--- src/rtl/wbu_serial_pkg.sv ---
// Shared types, constants and code-mapping helpers for the debug-bus
// return-path word serializer.
package wbu_serial_pkg;

  typedef enum logic [1:0] {
    IDLE = 2'd0,
    SEND = 2'd1,
    NL   = 2'd2
  } state_t;

  localparam logic [7:0] NL_CHAR = 8'h0a;
  localparam int         CW_BITS = 36;
  localparam int         SX_BITS = 6;

  // Number of sextets carried by a codeword, decoded from its top three bits.
  function automatic logic [3:0] cw_len(input logic [2:0] hdr);
    if (!hdr[2])      return 4'd6;
    else if (!hdr[1]) return 4'd2;
    else if (!hdr[0]) return 4'd3;
    else              return 4'd1;
  endfunction

  // Printable encoding: digits, upper case, lower case, then '@' and '%'.
  function automatic logic [7:0] sx2ascii(input logic [5:0] s);
    logic [7:0] w;
    w = {2'b00, s};
    if (s < 6'd10)       return 8'h30 + w;
    else if (s < 6'd36)  return 8'h41 + (w - 8'd10);
    else if (s < 6'd62)  return 8'h61 + (w - 8'd36);
    else if (s == 6'd62) return 8'h40;
    else                 return 8'h25;
  endfunction

endpackage

--- src/rtl/wbu_sextet_to_ascii.sv ---
// Combinational sextet-to-character mapper.
module wbu_sextet_to_ascii
  import wbu_serial_pkg::*;
(
  input  logic [SX_BITS-1:0] i_sextet,
  output logic [7:0]         o_char
);

  assign o_char = sx2ascii(i_sextet);

endmodule

--- src/rtl/wbu_word_serializer.sv ---
// Pops 36-bit codewords from the return FIFO, emits their sextets MSB-first
// as printable characters over a stb/busy handshake, and appends a single
// newline each time the FIFO drains after traffic.
module wbu_word_serializer
  import wbu_serial_pkg::*;
#(
  parameter bit NL_EN  = 1'b1,
  parameter int LGIDLE = 0
) (
  input  logic               i_clk,
  input  logic               i_rst,
  input  logic               i_stb,
  input  logic [CW_BITS-1:0] i_word,
  output logic               o_rd,
  output logic               o_stb,
  output logic [7:0]         o_char,
  input  logic               i_busy,
  output logic               o_busy
);

  if (LGIDLE != 0) begin : g_lgidle_reserved
    $error("LGIDLE is reserved and must be 0");
  end

  state_t                     state_p1;
  logic [CW_BITS-SX_BITS-1:0] rest_p1;
  logic [3:0]                 cnt_p1;
  logic                       nl_pending_p1;
  logic [SX_BITS-1:0]         sx_nxt;
  logic [7:0]                 char_nxt;
  logic                       accept;

  assign o_rd   = i_stb && (state_p1 == IDLE) && !i_rst;
  assign accept = o_stb && !i_busy;

  // The head sextet comes straight from the FIFO on a pop; afterwards it is
  // the top of the remaining bits, so each accept can load the next char
  // without a bubble.
  assign sx_nxt = (state_p1 == IDLE) ? i_word[CW_BITS-1 -: SX_BITS]
                                     : rest_p1[CW_BITS-SX_BITS-1 -: SX_BITS];

  wbu_sextet_to_ascii u_map (
    .i_sextet (sx_nxt),
    .o_char   (char_nxt)
  );

  // Serializer control: pop, sextet walk, optional trailing newline.
  always_ff @(posedge i_clk) begin
    if (i_rst) begin
      state_p1      <= IDLE;
      o_stb         <= 1'b0;
      o_char        <= 8'h00;
      o_busy        <= 1'b0;
      cnt_p1        <= 4'd0;
      nl_pending_p1 <= 1'b0;
    end else begin
      case (state_p1)
        IDLE: begin
          if (o_rd) begin
            rest_p1       <= i_word[CW_BITS-SX_BITS-1:0];
            cnt_p1        <= cw_len(i_word[CW_BITS-1 -: 3]);
            nl_pending_p1 <= NL_EN;
            o_char        <= char_nxt;
            o_stb         <= 1'b1;
            o_busy        <= 1'b1;
            state_p1      <= SEND;
          end
        end
        SEND: begin
          if (accept) begin
            if (cnt_p1 > 4'd1) begin
              rest_p1 <= {rest_p1[CW_BITS-2*SX_BITS-1:0], {SX_BITS{1'b0}}};
              o_char  <= char_nxt;
              cnt_p1  <= cnt_p1 - 4'd1;
            end else begin
              cnt_p1 <= 4'd0;
              if (i_stb) begin
                // More traffic queued: skip the newline, pop next cycle.
                state_p1 <= IDLE;
                o_stb    <= 1'b0;
                o_busy   <= 1'b0;
              end else if (nl_pending_p1) begin
                state_p1 <= NL;
                o_char   <= NL_CHAR;
              end else begin
                state_p1 <= IDLE;
                o_stb    <= 1'b0;
                o_busy   <= 1'b0;
              end
            end
          end
        end
        NL: begin
          if (accept) begin
            nl_pending_p1 <= 1'b0;
            state_p1      <= IDLE;
            o_stb         <= 1'b0;
            o_busy        <= 1'b0;
          end
        end
        default: begin
          state_p1 <= IDLE;
          o_stb    <= 1'b0;
          o_busy   <= 1'b0;
        end
      endcase
    end
  end

endmodule
--- config.mk ---
export PLATFORM = sky130hd
export DESIGN_NAME = wbu_word_serializer
export DESIGN_NICKNAME = d
export VERILOG_FILES = /design/src/rtl/wbu_serial_pkg.sv /design/src/rtl/wbu_sextet_to_ascii.sv /design/src/rtl/wbu_word_serializer.sv
export SDC_FILE = /design/constraint.sdc
export NUM_CORES = 1
export LEC_CHECK = 0
export ABC_AREA = 1
export BUFFER_PORTS_ARGS = -buffer_cell sky130_fd_sc_hd__buf_4
export CORE_MARGIN = 3
export CORE_UTILIZATION = 30
export DETAILED_ROUTE_END_ITERATION = 7
export PLACE_DENSITY = 0.59
export SLEW_MARGIN = 20
export SYNTH_ARGS = -nofsm -noshare
export SYNTH_HDL_FRONTEND = slang
export SYNTH_SLANG_ARGS = --single-unit
--- constraint.sdc ---
create_clock -name i_clk -period 5.21 [get_ports i_clk]
set_input_delay 0 -clock i_clk [delete_from_list [all_inputs] [get_ports i_clk]]
set_output_delay 0 -clock i_clk [all_outputs]
set_load 0.02 [all_outputs]
# Word level (Yosys, flattened, before mapping)
# Cells that the tools add are included.
# totals
register_bits,46
wordCells,79
out_inout_bits,11
input_bits,40
# op_classes
eq_ne,11
mux,37
add_sub_neg,6
magnitude_cmp,4
n_reduce_logical,14
n_bitwise,1
# op_table
operator,count
two-way mux 30 bit,3
two-way mux 8 bit,8
case mux 30 bit (2 select lines),1
"adder 7 x 8 -> 8 bit, first input constant",2
two-way mux 2 bit,8
case mux 8 bit (2 select lines),1
AND reduction 5 bit,3
"less-than comparator 6 bit, second input constant",2
two-way mux 4 bit,3
"!= test 2 bit, second input constant",5
"!= test 3 bit, second input constant",3
case mux 4 bit (2 select lines),1
"adder 6 x 6 -> 7 bit, first input constant",1
two-way mux 7 bit,1
"subtractor 6 x 4 -> 7 bit, second input constant",1
"subtractor 6 x 6 -> 7 bit, second input constant",1
"equality test 6 bit, second input constant",1
"less-than comparator 6 x 4 -> 1 bit, second input constant",1
two-way mux 1 bit,6
two-way mux 6 bit,1
case mux 2 bit (3 select lines),1
AND reduction 3 bit,2
"greater-than comparator 4 x 1 -> 1 bit, second input constant",1
AND reduction 4 bit,1
other kinds (11),15

# Depth between registers and ports, before layout
# depth
word_depth,10
mapped_depth,19
mapped_depth_nobuf,19

# Modules after synthesis
# From an unflattened synthesis, not the netlist that was laid out.
# hier_totals
hier_cells,389
hier_area_um2,2876.5
# by_module_without_submodules
mod,seq_area_each_um2,instances,cells_per_inst,area_per_inst_um2
wbu_word_serializer,1221.2,1,272,2209.6
wbu_sextet_to_ascii,0.0,1,117,666.9

# Worst setup path before layout
# Ideal clock, no wire load.
# synth_timing
path_kind,reg-to-reg
from,register state_p1[1]
to,register rest_p1[0] (enable)
arrival_ns,2.524
period_less_slack_ns,2.941
setup_ns,0.417
t_required_ns,4.793
slack_ns,2.269
n_path_buf,0
path_stages_with_launch,8
cell_sequence,dfxtp_1 nor2_4 nand3_1 nand2_1 nand3_4 a21oi_4 inv_1 nor2_1
# synth_between
elab_chain_len,5
word_cells_on_any_way,9
classes_between,4 x eq/ne; 5 x reduce/logical
# synth_rtl
element,line_no,text
"start, declared",wbu_word_serializer.sv:25,state_t state_p1;
"start signal, assigned",wbu_word_serializer.sv:50,state_p1 <= IDLE;
"start signal, assigned",wbu_word_serializer.sv:66,state_p1 <= SEND;
"start signal, assigned",wbu_word_serializer.sv:79,state_p1 <= IDLE;
logical NOT 2 bit,"wbu_word_serializer.sv:33, wbu_word_serializer.sv:57",
logical AND 1 bit (2 in series),wbu_word_serializer.sv:33,assign o_rd = i_stb && (state_p1 == IDLE) && !i_rst;
!= test 2 bit (no source line),-,
AND reduction 5 bit (no source line) (*),-,
"end signal, assigned",wbu_word_serializer.sv:60,rest_p1 <= i_word[CW_BITS-SX_BITS-1:0];
"end signal, assigned",wbu_word_serializer.sv:72,"rest_p1 <= {rest_p1[CW_BITS-2*SX_BITS-1:0], {SX_BITS{1'b0}}};"
"end, declared",wbu_word_serializer.sv:26,logic [CW_BITS-SX_BITS-1:0] rest_p1;
# Every way passes the cells marked *; elsewhere a longest branch is shown, timed or not.
# A chain may end at the register's enable or synchronous reset.

# Worst setup path in the final report
# layout_timing
from,register state_p1[0]
to,register rest_p1[26] (enable)
# The elaborated chain is that of the path after synthesis.

==> summary.md <==
## Outcome
- finished, final reports clean — outcome

## Clocking
- 5 — TritonCTS buffer count
- 0.30 ns — clock latency reported for the late side of the worst-skew pair
- 46 — Sink Count
- 2 — Max H-tree Level
- 0.09 ns — clock-pin slew on the worst setup and hold paths
- done — TritonCTS clock tree
- 2 — Max Root-Sink Buffers
- sky130_fd_sc_hd__clkbuf_8 — clock root buffer

## Routing
- 4 — drt first pass iters
- 0 — # DRC
- 4.496 — post-detailed-route via-to-cell ratio
- 12.14 microns — average wire per cell in the routed design
- 6336 microns — Routed Wire Length
- 0 — number of nets still failing antenna checks after routing
- 115 — 1st-iter DRT viols
- 2347 — via count

## Finish
- 467 — number of nets at the end of the flow
- 22.78% — fraction of final layout cells sized beyond drive strength 1
- 826 — count of fill cells added during filler insertion
- 0 — final antenna diode count
- 34.12% — synth-to-layout area growth

## Synthesis
- 0.002695 sq mm — Mapped Area
- 5.107% — post-synthesis share of cell area spent on full adders, half adders and majority gates
- 387 — Net Count, Synth
- 30.73% — fraction of the mapped netlist area in simple logic gates
- 0 — total of warnings raised by yosys
- 10.12% — Synth Area in Compound Gates
- 30 — count of flip-flops with a built-in enable after synthesis
- sky130_fd_sc_hd__nand2_1 — most repeated cell in the gate-level netlist after synthesis
- 33.43% — top-area cell type share of the netlist area
- 0% — portion of netlist area occupied by mux cells
- 45.31% — portion of the post-synthesis area used by sequential elements
- 1.625% — XOR/XNOR Fraction of Synth Area
- sky130_fd_sc_hd__edfxtp_1 33%, sky130_fd_sc_hd__nand2_1 17%, sky130_fd_sc_hd__dfxtp_1 12% — largest cells by area after synthesis
- simple AND/OR/NAND/NOR gates — largest family of logic cells by synthesized area
- 0% — async set-or-reset flop fraction in the synthesized netlist
- 336 — gate count of the mapped netlist
- 46 — #FFs+latches synth
- sky130_fd_sc_hd__edfxtp_1 — top cell type by total area after synthesis
- 8.021 sq um — mean instance size in the synthesized netlist
- 35 — post-synth cell types
- sky130_fd_sc_hd__edfxtp_1 — Most used DFF post-synth
- 120 x sky130_fd_sc_hd__nand2_1, 33 x sky130_fd_sc_hd__inv_1, 30 x sky130_fd_sc_hd__edfxtp_1 — synth cell count leaders

## Worst setup path
- flop — kind of capture point of the worst setup path
- flop — crit start category
- 5.23 ns — data required time at the worst endpoint
- inv_1 > nor2_4 > inv_2 > nor2_1 > inv_1 > nand3_4 > a21oi_4 > inv_1 > nor2_2 > buf_4 — critical-path cell list
- state_p1[0] — Setup crit start
- sky130_fd_sc_hd__inv_1 — Most Frequent Cell on Critical Path
- 5 — Critical path buffers and inverters
- buffers and inverters — crit-path leading delay family
- 33 — highest fanout seen on the critical path
- sky130_fd_sc_hd__nor2_4 — slowest cell on the critical path
- state_p1[0] — startpoint of the worst register-to-register path
- 0.61 ns — largest incremental delay on the critical path
- reg -> reg — worst setup path category
- 2.83 ns — Worst EP arrival

## Pwr
- 0.0008639 W — net switching component of the power
- 0.2047 mV — Max IR drop VDD
- 16.0% — part of the power in the clock network
- 0.001974 W — Design Power
- 546.0 mW/mm^2 — power per cell area
- 43.77% — Sw Share
- 1.674 nW — cell leakage power
- 0.001110 W — internal power
- 30.2% — power share of the sequential group
- 53.8% — portion of total power attributed to combinational logic

## Floorplan
- 100.8 microns — floorplan die width
- 100.8 microns — vertical die dimension
- 0.01016 sq mm — die area
- 33 — number of cell rows
- 0.008464 sq mm — area inside the core boundary
- 31.84% — Initial Util
- 51 — count of pins on the block boundary

## Place
- 50 — IO buf count
- 0.8603 — final weighted congestion in routability-driven placement
- 4656 microns — final HPWL from detailed placement

## Global route
- 0 — total overflow reported by the global router
- 13.25% — Total Routing Usage GR
- 10720 microns — global-route wire length before repair
- 0 — antenna violations before repair
- 34 — pin count of the biggest net entering global routing
- 2427 — vias in the first global route

## Hold path
- i_word[3] — start point of the worst hold path
- in -> reg — type of the worst min-delay path

## STA
- 356.3 MHz — achievable clock frequency
- 48.79% — remaining max-slew budget at the tightest pin
- 2.807 ns — Tmin final
- false — setup repair after global routing missed its margin
- 0.009901 ns — skew final
- 0 — number of setup violations in the final report
- 0 — final hold violations
- 0.7664 ns — transition at the pin with the smallest max-transition slack
- 0 — max-slew violation count
- 53.87% — post-route fraction of the period consumed by the critical path
- 0 ns — final total negative setup slack

## Flow run
- 0 — maximum capacitance violations

-- cell type report --
type | instances | area (sq um) | area share, %
clock buffer | 5 | 68.82 | 1.904
clock inverter | 3 | 68.82 | 1.904
inverter | 41 | 156.4 | 4.327
multi-input combinational | 241 | 1285 | 35.55
sequential | 46 | 1221 | 33.78
tap | 105 | 131.4 | 3.634
timing repair buffer | 81 | 683.2 | 18.90
-- power groups by stage --
stage               combinational, W  clock, W  sequential [W]
floorplan                   0.000786         0        0.000618
detailed placement           0.00105         0        0.000605
CTS                          0.00107  0.000325        0.000597
global route                 0.00122  0.000342        0.000607
finish                       0.00106  0.000316        0.000595
global placement             0.00104         0        0.000602
-- per-stage QoR --
step	hold slack [ns]	cells	setup slack, ns	area, sq um	utilization (%)
final	0.02338	522	2.403	3615	42.71
after global routing	0.02966	522	2.141	3615	42.71
after CTS	0.0001241	522	2.318	3615	42.71
after detailed placement	0.2696	484	2.343	3177	37.53
after global placement	0.2678	484	2.417	3177	37.53
after floorplan	0.07847	336	2.269	2695	-
-- kinds of logic (layout without fill, tap and decap cells) --
group                    count (synthesis)  count (layout)
AND/OR/NAND/NOR                        181             181
buffers and inverters                   49             130
flip-flops                              46              46
AO/OA/AOI/OAI                           44              44
adder cells (fa/ha/maj)                 11              11
XOR/XNOR                                 5               5
-- flip-flops by register name, indices dropped and copies added, names as in the netlist --
register	count
cnt_p1	4
o_char	8
o_busy	1
nl_pending_p1	1
rest_p1	30
state_p1	2
-- layer usage --
| metal | track usage [%] | part of all wire (%) | wire length (microns) | up-vias |
|---|---|---|---|---|
| li1 | - | - | - | 1239 |
| met1 | 16.72 | 46 | 2944 | 1056 |
| met2 | 22.38 | 48 | 3066 | 46 |
| met3 | 2.907 | 4.1 | 257 | 6 |
| met4 | 4.352 | 1.0 | 66 | 0 |
| met5 | 0 | 0 | 0 | - |
-- worst register-to-register path: stages (launching register included) --
cell                      delay [ns]
sky130_fd_sc_hd__dfxtp_1        0.44
sky130_fd_sc_hd__inv_1          0.14
sky130_fd_sc_hd__nor2_4         0.61
sky130_fd_sc_hd__inv_2          0.41
sky130_fd_sc_hd__nor2_1         0.23
sky130_fd_sc_hd__inv_1          0.09
sky130_fd_sc_hd__nand3_4        0.10
sky130_fd_sc_hd__a21oi_4        0.07
sky130_fd_sc_hd__inv_1          0.15
sky130_fd_sc_hd__nor2_2         0.04
sky130_fd_sc_hd__buf_4          0.25
-- final timing paths --
| path | cells after the start | end | slack, ns |
|---|---|---|---|
| setup / recovery | 10 | rest_p1[26] | 2.40 |
| hold / removal | 3 | rest_p1[3] | 0.02 |
| setup reg to reg | 10 | rest_p1[26] | 2.40 |
| hold reg to reg | 2 | o_char[4] | 0.47 |
-- layout by cell type (no fill, tap or decap), types with 2 or more instances in the layout --
cell	count
sky130_fd_sc_hd__a211oi_1	4
sky130_fd_sc_hd__a21oi_1	12
sky130_fd_sc_hd__a31oi_1	2
sky130_fd_sc_hd__buf_4	51
sky130_fd_sc_hd__bufinv_16	2
sky130_fd_sc_hd__clkbuf_8	5
sky130_fd_sc_hd__dfxtp_1	16
sky130_fd_sc_hd__dlygate4sd3_1	30
sky130_fd_sc_hd__edfxtp_1	30
sky130_fd_sc_hd__ha_1	11
sky130_fd_sc_hd__inv_1	33
sky130_fd_sc_hd__inv_2	7
sky130_fd_sc_hd__nand2_1	120
sky130_fd_sc_hd__nand2_2	11
sky130_fd_sc_hd__nand2_4	4
sky130_fd_sc_hd__nand3_1	11
sky130_fd_sc_hd__nand3_2	2
sky130_fd_sc_hd__nand3_4	2
sky130_fd_sc_hd__nor2_1	23
sky130_fd_sc_hd__nor2_2	2
sky130_fd_sc_hd__nor2_4	4
sky130_fd_sc_hd__o211ai_1	2
sky130_fd_sc_hd__o21ai_0	10
sky130_fd_sc_hd__o21ai_1	5
sky130_fd_sc_hd__o21ai_2	2
sky130_fd_sc_hd__o22ai_1	2
sky130_fd_sc_hd__o31ai_1	2
sky130_fd_sc_hd__xnor2_1	4
-- repair_timing --
item / CTS / global route
hold buffers: 30 / 0
endpoints found under the hold margin: 38 / 0
buffers inserted: 0 / 0
resized for setup: 0 / 0
Note: power is estimated with default switching activity, not from simulation.
